`config.mk`:
```
export PLATFORM = sky130hd
export DESIGN_NAME = bus_dest_bank
export DESIGN_NICKNAME = d
export VERILOG_FILES = /design/src/rtl/bus_dest_bank.sv
export SDC_FILE = /design/constraint.sdc
export NUM_CORES = 1
export LEC_CHECK = 0
export CORE_MARGIN = 4
export CORE_UTILIZATION = 45
export DETAILED_ROUTE_END_ITERATION = 6
export GPL_TIMING_DRIVEN = 0
export PLACE_DENSITY_LB_ADDON = 0.08
export SLEW_MARGIN = 20
export SYNTH_ARGS = -nofsm -noshare
export SYNTH_HDL_FRONTEND = slang
export SYNTH_SLANG_ARGS = --single-unit
```
`constraint.sdc`:
```
create_clock -name Clock -period 1.92 [get_ports Clock]
set_input_delay 0.384 -clock Clock [delete_from_list [all_inputs] [get_ports Clock]]
set_output_delay 0.384 -clock Clock [all_outputs]
set_load 0.01 [all_outputs]
```
`src/rtl/bus_dest_bank.sv`:
```
// bus_dest_bank
//   Receiving end of the processor data bus. The bus multiplexer drives a
//   17-bit word, and this block captures it into one destination register
//   per clock edge. The destinations are IR, R0..R7 and the ALU operand A.
//   R7 doubles as the program counter.
//
// Optional feature macro: BANK_R0_ZERO_EN
//   When defined, R0 is hard-wired to zero. Writes to R0 are accepted
//   (BANK_done pulses) but discarded, and they never set BANK_err.
//
// Ports
//   Clock            in   system clock, rising edge
//   Resetn           in   asynchronous active-low reset
//   BANK_BUS_in      in   [IR_W-1:0] bus word from the multiplexer
//   BANK_load        in   write strobe
//   BANK_dest        in   [2:0] destination code
//                         001 IR, 010 R[Rx], 011 R[Ry], 100 counter, 101 A;
//                         000, 110 and 111 select no destination
//   BANK_Rx_sel      in   Rx register index
//   BANK_Ry_sel      in   Ry register index
//   BANK_incr        in   counter (R7) increment request
//   BANK_IR_out      out  IR contents
//   BANK_Rx_out      out  R[Rx_sel], combinational read of registered state
//   BANK_Ry_out      out  R[Ry_sel], combinational read of registered state
//   BANK_COUNTER_out out  R7 contents
//   BANK_A_out       out  A contents
//   BANK_done        out  one-cycle pulse in the cycle after an accepted write
//   BANK_err         out  sticky flag; set when a 16-bit destination is
//                         written while bus bit 16 is 1
module bus_dest_bank #(
  parameter int DATA_W = 16,
  parameter int IR_W   = 17,
  parameter int NREG   = 8
) (
  input  logic                    Clock,
  input  logic                    Resetn,
  input  logic [IR_W-1:0]         BANK_BUS_in,
  input  logic                    BANK_load,
  input  logic [2:0]              BANK_dest,
  input  logic [$clog2(NREG)-1:0] BANK_Rx_sel,
  input  logic [$clog2(NREG)-1:0] BANK_Ry_sel,
  input  logic                    BANK_incr,
  output logic [IR_W-1:0]         BANK_IR_out,
  output logic [DATA_W-1:0]       BANK_Rx_out,
  output logic [DATA_W-1:0]       BANK_Ry_out,
  output logic [DATA_W-1:0]       BANK_COUNTER_out,
  output logic [DATA_W-1:0]       BANK_A_out,
  output logic                    BANK_done,
  output logic                    BANK_err
);

  localparam int IDX_W = $clog2(NREG);
  localparam logic [IDX_W-1:0] CNT_IDX = IDX_W'(NREG - 1);

  localparam logic [2:0] DEST_IR  = 3'b001;
  localparam logic [2:0] DEST_RX  = 3'b010;
  localparam logic [2:0] DEST_RY  = 3'b011;
  localparam logic [2:0] DEST_CNT = 3'b100;
  localparam logic [2:0] DEST_A   = 3'b101;

  logic [IR_W-1:0]   ir_q,   ir_d;
  logic [DATA_W-1:0] regs_q [NREG];
  logic [DATA_W-1:0] regs_d [NREG];
  logic [DATA_W-1:0] a_q,    a_d;
  logic              done_q, done_d;
  logic              err_q,  err_d;

  // Decoded write request
  logic              wr_acc;     // any accepted write (drives done)
  logic              reg_wr;     // write into the general register file
  logic [IDX_W-1:0]  reg_idx;    // target register index for reg_wr
  logic              wr16;       // write to any 16-bit destination that is kept
  logic              r0_drop;    // write aimed at hard-wired R0
  logic              bus_hi;
  logic [DATA_W-1:0] bus_lo;

  // Combinational read port; R0 reads as zero when it is hard-wired.
  function automatic logic [DATA_W-1:0] rd_reg(input logic [IDX_W-1:0] idx,
                                               input logic [DATA_W-1:0] val);
`ifdef BANK_R0_ZERO_EN
    rd_reg = (idx == '0) ? '0 : val;
`else
    rd_reg = (idx == '0) ? val : val;
`endif
  endfunction

  always_comb begin
    bus_hi  = BANK_BUS_in[IR_W-1];
    bus_lo  = BANK_BUS_in[DATA_W-1:0];

    wr_acc  = BANK_load && (BANK_dest >= DEST_IR) && (BANK_dest <= DEST_A);
    reg_wr  = BANK_load && ((BANK_dest == DEST_RX) || (BANK_dest == DEST_RY) ||
                            (BANK_dest == DEST_CNT));

    reg_idx = CNT_IDX;
    if (BANK_dest == DEST_RX) reg_idx = BANK_Rx_sel;
    if (BANK_dest == DEST_RY) reg_idx = BANK_Ry_sel;

`ifdef BANK_R0_ZERO_EN
    r0_drop = reg_wr && (reg_idx == '0);
`else
    r0_drop = 1'b0;
`endif

    wr16 = ((reg_wr && !r0_drop) || (BANK_load && BANK_dest == DEST_A));
  end

  always_comb begin
    ir_d   = ir_q;
    a_d    = a_q;
    regs_d = regs_q;
    done_d = wr_acc;
    // Bit 16 is only a problem when it is actually dropped into a kept
    // 16-bit register; discarded R0 writes do not count.
    err_d  = err_q || (wr16 && bus_hi);

    // The increment is applied first so that a write to R7 in the same
    // cycle overrides it.
    if (BANK_incr) regs_d[NREG-1] = regs_q[NREG-1] + DATA_W'(1);

    if (BANK_load && BANK_dest == DEST_IR) ir_d = BANK_BUS_in;
    if (BANK_load && BANK_dest == DEST_A)  a_d  = bus_lo;
    if (reg_wr && !r0_drop)                regs_d[reg_idx] = bus_lo;

`ifdef BANK_R0_ZERO_EN
    regs_d[0] = '0;
`endif
  end

  always_ff @(posedge Clock or negedge Resetn) begin
    if (!Resetn) begin
      ir_q   <= '0;
      a_q    <= '0;
      done_q <= 1'b0;
      err_q  <= 1'b0;
      for (int i = 0; i < NREG; i++) regs_q[i] <= '0;
    end else begin
      ir_q   <= ir_d;
      a_q    <= a_d;
      done_q <= done_d;
      err_q  <= err_d;
      for (int i = 0; i < NREG; i++) regs_q[i] <= regs_d[i];
    end
  end

  assign BANK_IR_out      = ir_q;
  assign BANK_A_out       = a_q;
  assign BANK_COUNTER_out = regs_q[NREG-1];
  assign BANK_done        = done_q;
  assign BANK_err         = err_q;
  assign BANK_Rx_out      = rd_reg(BANK_Rx_sel, regs_q[BANK_Rx_sel]);
  assign BANK_Ry_out      = rd_reg(BANK_Ry_sel, regs_q[BANK_Ry_sel]);

endmodule

```
# Word level (Yosys, flattened, before mapping)
# Index checks and enable logic that the tools add are counted.
[word_totals]
regBits = 163
output_inout_bits = 83
wordCells = 51
[classes]
n_bitwise = 3
eq_ne = 5
n_reduce_logical = 11
add_sub_neg = 1
n_lt_le_gt_ge = 6
mux = 13
[ops]
columns = ["op", "count"]
rows = [
  ["128-bit bitwise mux", 1],
  ["16-bit two-way mux", 7],
  ["16-bit binary-select mux with 3-bit select", 2],
  ["16-bit demux with 3-bit select", 1],
  ["16-bit by 1-bit adder with 16-bit output, second input constant", 1],
  ["4-bit greater-or-equal comparator, second input constant", 3],
  ["3-bit NOT with 4-bit output", 3],
  ["1-bit logical AND", 7],
  ["3-bit by 2-bit == test with 1-bit output, second input constant", 2],
  ["3-bit == test, second input constant", 2],
  ["3-bit two-way mux", 2],
  ["1-bit logical OR", 4],
  ["4-bit by 1-bit < comparator with 1-bit output, second input constant", 1],
  ["3-bit by 1-bit == test with 1-bit output, second input constant", 1],
  ["3-bit by 1-bit greater-or-equal comparator with 1-bit output, second input constant", 1],
  ["3-bit <= comparator, second input constant", 1],
]

# Logic depth before layout (Yosys ltp)
# Gate-level depths: netlist of run 1.
[depth]
ltp_word = 10
mapped_depth = 6
ltp_nobuf = 5

# Least setup slack after synthesis of run 1
# OpenSTA, ideal clock, no wires.
[synth_timing]
path_type = "input to output"
start = "input BANK_Ry_sel[0]"
end = "output BANK_Ry_out[7]"
path_stages = 4
setup_slack_ps = -111
arrival_time_ps = 1647
required_ps = 1536
n_path_buf = 2
path_cell_list = "buf_2 -> buf_2 -> mux4_2 -> mux2_2"
[synth_between]
elab_chain_cells = 4
[synth_lines]
columns = ["element", "line_no", "source"]
rows = [
  ["start: declaration", "41", "input logic [$clog2(NREG)-1:0] BANK_Ry_sel,"],
  ["3-bit NOT with 4-bit output (implied by the code)", "152", "assign BANK_Ry_out = rd_reg(BANK_Ry_sel, regs_q[BANK_Ry_sel]);"],
  ["16-bit binary-select mux with 3-bit select", "152", ""],
  ["16-bit two-way mux (implied by the code) (2 in series)", "152", ""],
  ["end: declaration", "45", "output logic [DATA_W-1:0] BANK_Ry_out,"],
]
# Every way passes these cells. The select of a mux whose other input is x is not followed.

# Final worst setup path of run 1
[layout_timing]
start = "register regs_q, in the netlist BANK_COUNTER_out[12]"
end = "output BANK_Ry_out[12]"
[layout_between]
elab_chain_cells = 3
[layout_lines]
columns = ["element", "line_no", "source"]
rows = [
  ["start: declaration", "62", "logic [DATA_W-1:0] regs_q [NREG];"],
  ["16-bit binary-select mux with 3-bit select", "152", ""],
  ["16-bit two-way mux (implied by the code) (2 in series)", "152", ""],
]
# Every way passes these cells. The select of a mux whose other input is x is not followed.

==> results_dict.tcl, run 1 <==
set metrics [dict create \
    status "complete, but fails checks" \
    failed_checks "negative setup slack" \
    start_util_pct 46.28 \
    path_clk_slew_ps 60 \
    avgSynthCellArea_um2 15.70 \
    clock_path_buffers 2 \
    numPortBuffers 87 \
    overflow 0 \
    arrival_ps 1840 \
    final_nets 731 \
    max_slew_margin_pct 60.81 \
    finalSetupViolCount 32 \
    reg2reg_depth 6 \
    cts_root_buffer "clkbuf_16" \
    vias_per_cell 5.570 \
    cp_cell_sequence "buf_6, mux4_2, mux2_4, buf_6" \
    hold_path_class "primary input to flop" \
    startpoint_type "flop" \
    final_common_cell "dfrtp_1" \
    rrSetupSlack_ps 120 \
    power_density_mw_per_mm2 1081 \
    async_reset_ff_share_pct 100.0 \
    layout_setup_ws_ps -304.0 \
    routedWlPerCell_um 23.43 \
    slowest_delay_ps 480 \
    period_needed_ps 2224 \
    drt_iter0_markers 257 \
    cts_tree "done" \
    max_cap_viol_count 0 \
    htree_levels 4 \
    p_total_mw 12.02 \
    grt_max_degree 92 \
    crit_top_cell "buf_6" \
    hp-start "BANK_dest[2]" \
    synthesis.area_mm2 0.008743 \
    layout_common_cells "dfrtp_1, mux2_2, mux4_2, buf_4, buf_6" \
    diodes 0 \
    finalClockSkew_ps 7.666 \
    worst_hold_path.endpoint "BANK_done" \
    die-area_mm2 0.02172 \
    slew_violations 0 \
    yosysSeqAreaShare_pct 46.65 \
    coreArea_mm2 0.01889 \
    antenna_found_initial 0 \
    grt_pass1_wl_um 35760 \
    yosys_warnings 0 \
    yosysUniqueCellTypes 35 \
    required_ps 1540 \
    drtPass1Iterations 5 \
    syn_inst 557 \
    numCtsBuffers 17 \
    reg2reg_from "BANK_COUNTER_out[0]" \
    slowest_stage "mux4_2" \
    die_h_um 147.4 \
    clock.fmax_mhz 449.6 \
    whs_path_depth 3 \
    via_count 5420 \
    hpwl_um 15690 \
    power.leakage_nw 5.022 \
    synth_nets 588 \
    grt_use_total_pct 21.78 \
    wirelength_um 22800 \
    synth_edf_count 0 \
    drive_gt1_share_pct 60.31 \
    insertion_delay_ps 420 \
    path_max_fanout 2 \
    synthToLayoutAreaGrowth_pct 27.16 \
    r2r-end "BANK_COUNTER_out[14]" \
    rows 50 \
    tightest_slew_ps 587.8 \
    finalCritPeriodShare_pct 115.8 \
    post-route-drc-count 0 \
    grt_pass1_vias 5942 \
    ys_ff_latch 163 \
    hold_viol_final 0 \
    synthFlopType "dfrtp_1" \
    final_area_mm2 0.01112 \
    critPathKind "flop to output pin" \
    die_w_um 147.4 \
    fin_tns_setup_ps -6415 \
    endpoint_kind "output pin" \
    globalplace.congestion 0.7490 \
    antenna_left 0 \
    dpl-instance-area_mm2 0.01002 \
    ir_drop_uv 727.6 \
    rsz0062_at_grt "yes" \
    clock_sinks 163 \
    ios 113 \
]
==> worst max path at each step <==
stage / startpoint / end / slack (ps) / cells after the start
after floorplan: BANK_dest[0] / BANK_COUNTER_out[10] / -20 / 6
after global placement: Resetn / BANK_A_out[0] / -6230 / 1
after detailed placement: BANK_Rx_sel[1] / BANK_Rx_out[3] / -1080 / 5
after CTS: BANK_COUNTER_out[12] / BANK_Ry_out[12] / -310 / 4
after global routing: BANK_COUNTER_out[12] / BANK_Ry_out[12] / -340 / 4
final: BANK_COUNTER_out[12] / BANK_Ry_out[12] / -300 / 4
==> per-layer routing <==
metal	up-vias	global-route usage [%]	share of wire, %
li1	2376	-	-
met1	2898	30.35	45
met2	127	35.37	50
met3	19	4.782	4.6
met4	0	5.126	1.1
met5	-	0	0
==> power by group <==
group	switching, mW	total, mW	internal [mW]
Combinational	1.50	3.92	2.42
Clock	1.36	3.51	2.15
Sequential	0.469	4.59	4.12
==> registers in the layout, summed over array words and instances (netlist names) <==
register          cells
BANK_A_out           16
BANK_COUNTER_out     16
BANK_IR_out          17
BANK_done             1
BANK_err              1
regs_q              112
==> critical path: cells and delay by family, from the launching register on <==
| family | cells | cell delay, ps |
|---|---|---|
| flops | 1 | 410 |
| buf+inv | 2 | 240 |
| mux | 2 | 760 |
==> through the flow <==
step	hold slack (ps)	setup WS [ps]	util [%]	cells
floorplan	88.41	-24.28	-	557
global placement	455.0	-6229	52.85	904
detailed placement	401.4	-1080	53.03	905
CTS	223.5	-314.5	58.74	971
global route	249.7	-336.4	58.85	973
finish	231.9	-304.0	58.85	973
==> logic make-up after synthesis <==
group | after synthesis | synth area share [%]
adders and majority gates | 1 | 0.1431
and+or+nand+nor | 47 | 4.436
xor gates and xnor gates | 16 | 1.603
AOI/OAI and AO/OA | 2 | 0.3435
DFF | 163 | 46.65
buffers and inverters | 67 | 4.579
muxes | 261 | 42.24
==> cell usage after synthesis, types with 4 or more instances <==
cell	instances	area share (%)
mux2_2	175	23
dfrtp_1	163	47
mux4_2	64	16
buf_4	19	1.6
buf_1	17	0.73
buf_2	12	0.69
xor2_1	12	1.2
clkbuf_1	11	0.47
nand2_1	11	0.47
mux2_4	10	1.7
mux2_1	9	1.2
buf_6	6	0.77
nand4_1	6	0.43
nor2_1	4	0.17
nor3_1	4	0.23
nor3b_4	4	0.86
nor4_1	4	0.29
xnor2_1	4	0.40
==> area by class of cell <==
class / count / area (µm²)
Timing Repair Buffer: 126 / 1202
Tap cell: 260 / 325.3
Clock buffer: 23 / 478.0
Sequential cell: 163 / 4093
Buffer: 65 / 509.2
Fill cell: 1544 / 7775
Multi-Input combinational cell: 327 / 4383
Clock inverter: 9 / 127.6
==> repair_timing <==
item / CTS / global route
hold buffers: 1 / 0
endpoints found under the hold margin: 72 / 0
buffers inserted: 33 / 4
pin swaps: 10 / 0
endpoints found under the setup margin: 128 / 56
gates resized for setup: 241 / 7
Note: power is estimated with default switching activity, not from simulation.
==> inputs of run 2 (changes only) <==
--- a/config.mk
+++ b/config.mk
@@ -5,6 +5,7 @@
 export SDC_FILE = /design/constraint.sdc
 export NUM_CORES = 1
 export LEC_CHECK = 0
+export ABC_AREA = 1
 export CORE_MARGIN = 4
 export CORE_UTILIZATION = 45
 export DETAILED_ROUTE_END_ITERATION = 6
==> results_dict.tcl, run 2 <==
set metrics [dict create \
    hpwl_um 25770 \
    yosysMostFrequentCell "nand2_1" \
    finalCritPeriodShare_pct 101.8 \
    globalplace.congestion 0.9765 \
    synthToLayoutAreaGrowth_pct 31.49 \
    required_ps 1540 \
    yosysUniqueCellTypes 26 \
    via_count 9712 \
    ios 113 \
    yosysSeqAreaShare_pct 44.58 \
    failed_checks "negative setup slack" \
    slew_violations 0 \
    critPathKind "primary input to output pin" \
    hold_slack_ps 323.0 \
    avgSynthCellArea_um2 7.060 \
    yosys_warnings 0 \
    endpoint_kind "output pin" \
    synth_top_area_share_pct 44.58 \
    numCtsBuffers 17 \
    place_inst 1666 \
    drive_gt1_share_pct 21.37 \
    layout_common_cells "nand2_1, dfrtp_1, o21ai_0, nand3_1, o21ai_1" \
    startpoint_type "primary input" \
    clock_sinks 163 \
    htree_levels 4 \
    rsz0062_at_grt "yes" \
    synth_area_leader_cell "dfrtp_1" \
    final_nets 1492 \
    fillerInstances 1818 \
    max_slew_margin_pct 61.52 \
    cts_root_buffer "clkbuf_16" \
    regMostFlops "regs_q" \
    synthesis.area_mm2 0.009150 \
    drtPass1Iterations 5 \
    final_common_cell "nand2_1" \
    hold_viol_final 0 \
    finalClockSkew_ps 4.048 \
    routedWlPerCell_um 20.79 \
    drt_iter0_markers 1216 \
    layout_setup_ws_ps -35.17 \
    numPortBuffers 104 \
    max_cap_viol_count 0 \
    synthFlopType "dfrtp_1" \
    overflow 0 \
    rows 51 \
    path_clk_slew_ps 70 \
    grt_pass1_wl_um 54470 \
    power_density_mw_per_mm2 968.4 \
    hold_path_class "primary input to flop" \
    synth_nets 1327 \
    post-route-drc-count 0 \
    coreArea_mm2 0.01972 \
    grt_use_total_pct 32.07 \
    final_cells 1739 \
    clock_path_buffers 2 \
    antenna_found_initial 0 \
    vias_per_cell 5.585 \
    netlist_top_cells_count "nand2_1, o21ai_0, dfrtp_1, nand3_1, nor2_1" \
    synth_edf_count 0 \
    wirelength_um 36150 \
    ys_ff_latch 163 \
    largest_reg_flops 112 \
    p_total_mw 11.65 \
    die_w_um 150.6 \
    clock.fmax_mhz 511.5 \
    cts_tree "done" \
    ir_drop_uv 613.4 \
    tightest_slew_ps 577.2 \
    status "complete, but fails checks" \
    period_needed_ps 1955 \
    async_reset_ff_share_pct 100.0 \
    die-area_mm2 0.02268 \
    arrival_ps 1570 \
    die_h_um 150.6 \
    power.leakage_nw 6.045 \
    path_max_fanout 10 \
    insertion_delay_ps 440 \
    finalSetupViolCount 6 \
    grt_max_degree 93 \
    start_util_pct 46.41 \
    antenna_left 0 \
    fin_util_pct 61.02 \
    diodes 0 \
    syn_inst 1296 \
    yosys-top-cells-area "dfrtp_1, nand2_1, o21ai_0" \
    grt_pass1_vias 9135 \
]
-- run 2: layer usage --
metal	track usage [%]	up-vias	wire length, µm
met5	0	-	0
met4	12.01	0	1343
met3	7.285	74	3345
met2	49.63	507	16410
met1	44.13	4605	15050
li1	-	4526	-
-- run 2: area by class of cell --
class / count / area, µm² / share of cell area, %
well taps: 265 / 331.6 / 2.756
clock buffers: 19 / 452.9 / 3.765
multi-input cells: 945 / 4433 / 36.84
flip-flops and latches: 163 / 4099 / 34.07
plain buffers: 105 / 853.3 / 7.092
repair buffers: 146 / 1400 / 11.64
clock inverters: 13 / 150.1 / 1.248
inverters: 83 / 311.5 / 2.589
-- run 2: what timing repair did --
action / CTS / global route
gates resized for setup: 346 / 126
pin swaps: 21 / 28
hold buffers: 1 / 0
setup buffers: 24 / 12
cloned: 3 / 1
endpoints found under the setup margin: 105 / 144
hold endpoints to repair: 71 / 0
-- run 2: critical path, cell delays in order --
cell and delay, ps:
buf_4 150, buf_8 150, clkbuf_8 170, a21oi_1 160, o21ai_0 110, o21ai_1 130, nand2_1 90, nand2_2 110
buf_6 110
-- run 2: cell families after synthesis --
family	after synthesis	share of synthesized area, %
buffers and inverters	188	9.162
XOR/XNOR	9	0.8615
adder cells (fa/ha/maj)	1	0.1367
flip-flops	163	44.58
AND/OR/NAND/NOR	616	27.74
AO/OA/AOI/OAI	319	17.52
-- run 2: final timing paths --
kind	startpoint	end	cells after the start	slack (ps)
setup / recovery	BANK_Rx_sel[0]	BANK_Rx_out[6]	9	-40
hold / removal	BANK_dest[0]	BANK_done	3	320
setup reg to reg	BANK_COUNTER_out[0]	BANK_COUNTER_out[10]	8	230
hold reg to reg	regs_q[102]	regs_q[102]	2	480
max in group asynchronous	Resetn	regs_q[118]	3	570
min in group asynchronous	Resetn	BANK_COUNTER_out[11]	2	510
-- run 2: through the flow --
step	setup slack (ps)	cell area (µm²)	TNS, ps
finish	-35.17	12030	-135.2
global route	-74.52	12030	-798.1
CTS	0.2509	11690	0
detailed placement	-1628	10560	-102920
global placement	-6445	10520	-1148800
floorplan	76.46	9150	0
-- run 2: report_power, final --
part           switching (mW)  total (mW)  internal [mW]
Clock                    1.64        3.58           1.93
Combinational            1.85        3.49           1.65
Sequential              0.562        4.58           4.02
==> inputs of run 3 (changes only) <==
--- a/config.mk
+++ b/config.mk
@@ -8,6 +8,7 @@
 export ABC_AREA = 1
 export CORE_MARGIN = 4
 export CORE_UTILIZATION = 45
+export CTS_CLUSTER_DIAMETER = 50
 export DETAILED_ROUTE_END_ITERATION = 6
 export GPL_TIMING_DRIVEN = 0
 export PLACE_DENSITY_LB_ADDON = 0.08
==> results of run 3 <==
The final DEF is identical to that of run 2; final timing and power are the same.
